==> config.mk <==
export PLATFORM = sky130hd
export DESIGN_NAME = fifo_wr_arbiter
export DESIGN_NICKNAME = d
export VERILOG_FILES = /design/src/rtl/fifo_arb_pkg.sv /design/src/rtl/fifo_wr_arbiter_rr_pick.sv /design/src/rtl/fifo_wr_arbiter.sv
export SDC_FILE = /design/constraint.sdc
export NUM_CORES = 1
export LEC_CHECK = 0
export BUFFER_PORTS_ARGS = -buffer_cell sky130_fd_sc_hd__buf_2
export CORE_MARGIN = 3
export CORE_UTILIZATION = 45
export CTS_CLUSTER_SIZE = 40
export DETAILED_ROUTE_END_ITERATION = 6
export PLACE_DENSITY = 0.87
export SYNTH_ARGS = -nofsm -noshare
export SYNTH_HDL_FRONTEND = slang
export SYNTH_SLANG_ARGS = --single-unit
==> constraint.sdc <==
create_clock -name clk_i -period 5.59 [get_ports clk_i]
set_input_delay 0.559 -clock clk_i [delete_from_list [all_inputs] [get_ports clk_i]]
set_output_delay 0.559 -clock clk_i [all_outputs]
set_load 0.1 [all_outputs]
==> src/rtl/fifo_arb_pkg.sv <==
// Shared defaults and index type for the FIFO write-port arbiter.
// Holds only constants and a typedef; no ports.
package fifo_arb_pkg;

    localparam int NUM_REQ_DEF   = 4;
    localparam int DW_DEF        = 8;
    localparam int MAX_BURST_DEF = 4;

    typedef logic [$clog2(NUM_REQ_DEF)-1:0] req_idx_t;

endpackage

==> src/rtl/fifo_wr_arbiter_rr_pick.sv <==
// Rotating-priority picker: first set bit scanning base+1, base+2, ...
// Ports: req_i (request vector), base_i (last winner), found_o, idx_o.
module rr_pick
    import fifo_arb_pkg::*;
#(
    parameter int N  = NUM_REQ_DEF,
    parameter int IW = $clog2(N)
) (
    input  logic [N-1:0]  req_i,
    input  logic [IW-1:0] base_i,
    output logic          found_o,
    output logic [IW-1:0] idx_o
);

    logic [IW-1:0] j;

    // Walk from farthest to nearest so the nearest hit is written last.
    always_comb begin
        found_o = 1'b0;
        idx_o   = '0;
        j       = '0;
        for (int k = N; k >= 1; k--) begin
            j = IW'((int'(base_i) + k) % N);
            if (req_i[j]) begin
                found_o = 1'b1;
                idx_o   = j;
            end
        end
    end

endmodule

==> src/rtl/fifo_wr_arbiter.sv <==
// Round-robin write-port arbiter with bounded burst lock for a FIFO.
// Ports: clk_i, rst_i, req_valid_i/req_data_i/req_ready_o (producers),
//        fifo_full_i/fifo_wr_o/fifo_din_o (FIFO), gnt_vld_o/gnt_idx_o.
module fifo_wr_arbiter
    import fifo_arb_pkg::*;
#(
    parameter int NUM_REQ   = NUM_REQ_DEF,
    parameter int DW        = DW_DEF,
    parameter int MAX_BURST = MAX_BURST_DEF
) (
    input  logic                       clk_i,
    input  logic                       rst_i,
    input  logic [NUM_REQ-1:0]         req_valid_i,
    input  logic [NUM_REQ*DW-1:0]      req_data_i,
    output logic [NUM_REQ-1:0]         req_ready_o,
    input  logic                       fifo_full_i,
    output logic                       fifo_wr_o,
    output logic [DW-1:0]              fifo_din_o,
    output logic                       gnt_vld_o,
    output logic [$clog2(NUM_REQ)-1:0] gnt_idx_o
);

    localparam int IW = $clog2(NUM_REQ);
    localparam int CW = $clog2(MAX_BURST) + 1;

    logic [IW-1:0] owner_q, owner_d;
    logic [IW-1:0] last_q, last_d;
    logic          locked_q, locked_d;
    logic [CW-1:0] cnt_q, cnt_d;

    logic          lock_hit;
    logic          pick_found;
    logic [IW-1:0] pick_idx;
    logic [IW-1:0] g;
    logic          gnt_vld;
    logic          accept;
    logic [CW-1:0] base_cnt;

    rr_pick #(
        .N  (NUM_REQ),
        .IW (IW)
    ) u_pick (
        .req_i   (req_valid_i),
        .base_i  (last_q),
        .found_o (pick_found),
        .idx_o   (pick_idx)
    );

    always_comb begin
        lock_hit = locked_q & req_valid_i[owner_q];
        g        = lock_hit ? owner_q : pick_idx;
        gnt_vld  = ~rst_i & (lock_hit | pick_found);
        accept   = gnt_vld & ~fifo_full_i;

        req_ready_o = '0;
        if (accept) begin
            req_ready_o[g] = 1'b1;
        end

        fifo_din_o = '0;
        for (int i = 0; i < NUM_REQ; i++) begin
            if (gnt_vld && g == IW'(i)) begin
                fifo_din_o = req_data_i[i*DW +: DW];
            end
        end

        fifo_wr_o = accept;
        gnt_vld_o = gnt_vld;
        gnt_idx_o = g;
    end

    always_comb begin
        owner_d  = owner_q;
        locked_d = locked_q;
        cnt_d    = cnt_q;
        last_d   = last_q;
        base_cnt = '0;

        // Owner went away mid-burst: release and rotate past it.
        if (locked_q && !req_valid_i[owner_q]) begin
            locked_d = 1'b0;
            cnt_d    = '0;
            last_d   = owner_q;
        end

        // A beat that does not continue a lock starts a fresh burst at 0.
        if (accept) begin
            base_cnt = lock_hit ? cnt_q : '0;
            if (int'(base_cnt) + 1 == MAX_BURST) begin
                locked_d = 1'b0;
                cnt_d    = '0;
                last_d   = g;
            end else begin
                owner_d  = g;
                locked_d = 1'b1;
                cnt_d    = base_cnt + 1'b1;
            end
        end
    end

    always_ff @(posedge clk_i) begin
        if (rst_i) begin
            owner_q  <= '0;
            locked_q <= 1'b0;
            cnt_q    <= '0;
            last_q   <= IW'(NUM_REQ - 1);
        end else begin
            owner_q  <= owner_d;
            locked_q <= locked_d;
            cnt_q    <= cnt_d;
            last_q   <= last_d;
        end
    end

endmodule
==> results.ini <==
[status]
status = finished clean

[place]
numPortBuffers = 54
dpl_worst_slack_ns = 2.574
gp_congestion = 0.7797
hpwl_um = 1899

[die]
die_x_um = 49.32
rows = 15
die_area_sq_mm = 0.002432
die_height_um = 49.32
ios = 55
coreArea_sq_mm = 0.001745
start_util_pct = 48.39

[logic_synthesis]
synth-simple-area-share_pct = 21.33
muxShareOfSynthArea_pct = 28.89
synthAdderAreaFrac_pct = 1.481
syn_nets = 142
ys_seq_area_share_pct = 18.96
yosys.area.top_type_share_pct = 20.15
ys_top_cells_by_area = mux2i_1 (20%), dfxtp_1 (19%), o22ai_1 (5.9%)
syn-cell-area_sq_um = 844.6
synth_xor_area_share_pct = 0
synth-compound-area-share_pct = 24.30
synth.most_common_cell = mux2i_1
ys_seq_elements = 8
yosysTopAreaCell = mux2i_1
synth_enable_flop_cells = 0
ys_warn_count = 0
syn_area_per_cell_sq_um = 8.280
ys_async_sr_fraction_pct = 0
synth_top_family_by_area = multiplexers
synthCells = 102
synth-main-ff-cell = dfxtp_1
ys_top_cells_by_count = mux2i_1 (17), nor2_1 (10), dfxtp_1 (8), o22ai_1 (8), a21oi_1 (6)
ys_types = 36

[clocking]
insertion_delay_ns = 0.26
cts_hold_buf = 0
cts_tree = yes
htreeDepth = 1
root_buffer = clkbuf_4
clk_pin_slew_ns = 0.06
cts_buffers = 3
post_cts_buffers = 0
cts_buffer_depth = 2
cts_sinks = 8
cts-resized-gates = 0

[critical_path]
worst_r2r_path_depth = 7
reg2reg_to = last_q[1]
ff2ff_setup_slack_ns = 3.39
regToRegStartpoint = owner_q[1]
path_class = reg -> out
cp_max_fo = 21
end_kind = output pin
required_ns = 5.03
cp.arrival_ns = 2.64
startpoint_type = register

[global_route]
antenna_found_initial = 0
grt-ovfl-total = 0
grt_start_max_net_pins = 22
grt_use_total_pct = 20.85
grt_pass1_vias = 969
grt_pass1_wl_um = 4050

[min_path]
hold_end = cnt_q[1]
hp-class = reg -> reg
worstHoldStart = cnt_q[1]
hold_depth = 2

[cells_and_area]
nets = 197
seq_area_sq_um = 160.2
multi_input_area_sq_um = 641.9
layout-drive-gt1-share_pct = 40.65
fillCellCount = 144
syn_to_final_growth_pct = 35.56
num_antenna_cells = 0

[timing]
slew_viol_final = 0
fin_ws_ns = 2.394
clock.fmax_ghz = 0.3128
rsz0062_at_grt = false
finalHoldViolCount = 0
finClkSkew_ns = 0.005261
finalCritPeriodShare_pct = 57.18
tightest_slew_ns = 0.4970
period_minus_slack_ns = 3.196
slew_headroom_pct = 67.10
setup_tns_ns = 0
setup_viol = 0

[route]
drtPass1Iterations = 4
drtAntennaViolNets = 0
avgViaCountPerCell = 5.272
drc = 0
wl_per_cell_um = 12.91
drtIter0Drc = 28
routed_wl_um = 2324
num_vias = 949

[run]
max_cap_viol_count = 0

[pwr]
p_per_area_mw_per_mm2 = 235.0
vdd_drop_max_mv = 0.1622
power.leakage_uw = 0.0006137

==> report_power, final <==
group / switching, uW / total [uW] / internal [uW]
Clock: 20.5 / 45.1 / 24.6
Sequential: 2.79 / 62.3 / 59.5
Combinational: 120 / 162 / 42.0
==> metal layers <==
layer | GRT usage [%] | up-vias | routed length [um]
met1 | 24.44 | 399 | 1025
li1 | - | 494 | -
met4 | 9.479 | 0 | 28
met3 | 7.339 | 4 | 200
met2 | 33.71 | 52 | 1069
met5 | 0 | - | 0
==> state kept, by name (all words and copies together) (netlist names) <==
| name | flops |
|---|---|
| last_q | 2 |
| owner_q | 2 |
| locked_q | 1 |
| cnt_q | 3 |
==> area by class of cell <==
type / count / area share, %
Tap cell: 25 / 2.732
Multi-Input combinational cell: 86 / 56.07
Inverter: 3 / 0.9836
Sequential cell: 8 / 13.99
Timing Repair Buffer: 55 / 24.26
Clock buffer: 3 / 1.967
==> cells in the final DEF (no fill, tap or decap), types with 2 or more instances in the layout <==
master    synthesis  final
nand2b_1          5      5
mux2i_1          17     17
inv_1             3      3
nor2_1           10     10
a21oi_1           6      6
clkbuf_4          0      3
dfxtp_1           8      8
o22ai_1           8      8
buf_2             1     54
or3_1             4      4
o21ai_0           3      3
mux2_1            2      2
and2_1            4      4
nor3b_1           2      2
nand2_1           4      4
a211oi_1          4      4
==> logic make-up after synthesis <==
family,after synthesis
compound gates,30
buf+inv,8
fa+ha+maj,1
mux,22
flops,8
simple gates,33
==> metrics by stage <==
stage | utilization, % | cell area, sq um | hold slack (ns) | cells | power (uW)
2_1_floorplan | - | 844.6 | 0.4433 | 102 | 194.0
3_3_place_gp | 64.30 | 1122 | 0.4509 | 177 | 222.4
3_5_place_dp | 64.30 | 1122 | 0.4545 | 177 | 224.8
4_1_cts | 65.59 | 1145 | 0.4623 | 180 | 271.1
5_1_grt | 65.59 | 1145 | 0.5102 | 180 | 282.8
6_report | 65.59 | 1145 | 0.4609 | 180 | 269.1
==> worst max-delay path, cell delays in order (launching register included) <==
cell and delay [ns]:
dfxtp_1 0.49, mux2i_1 0.35, a2bb2oi_2 0.23, mux2i_2 0.23, buf_4 0.32, mux2i_1 0.12, o22ai_1 0.17, buf_2 0.45
==> worst max-delay path by stage <==
stage                         from       endpoint  slack [ns]  cells past startpoint
floorplan                    rst_i  fifo_din_o[0]        1.01                      4
global placement    req_valid_i[1]  fifo_din_o[0]        2.60                      8
detailed placement  req_valid_i[1]  fifo_din_o[0]        2.57                      8
CTS                     owner_q[1]  fifo_din_o[0]        2.41                      7
global route            owner_q[1]  fifo_din_o[0]        2.26                      7
finish                  owner_q[1]  fifo_din_o[0]        2.39                      7
Note: power is estimated with default switching activity, not from simulation.
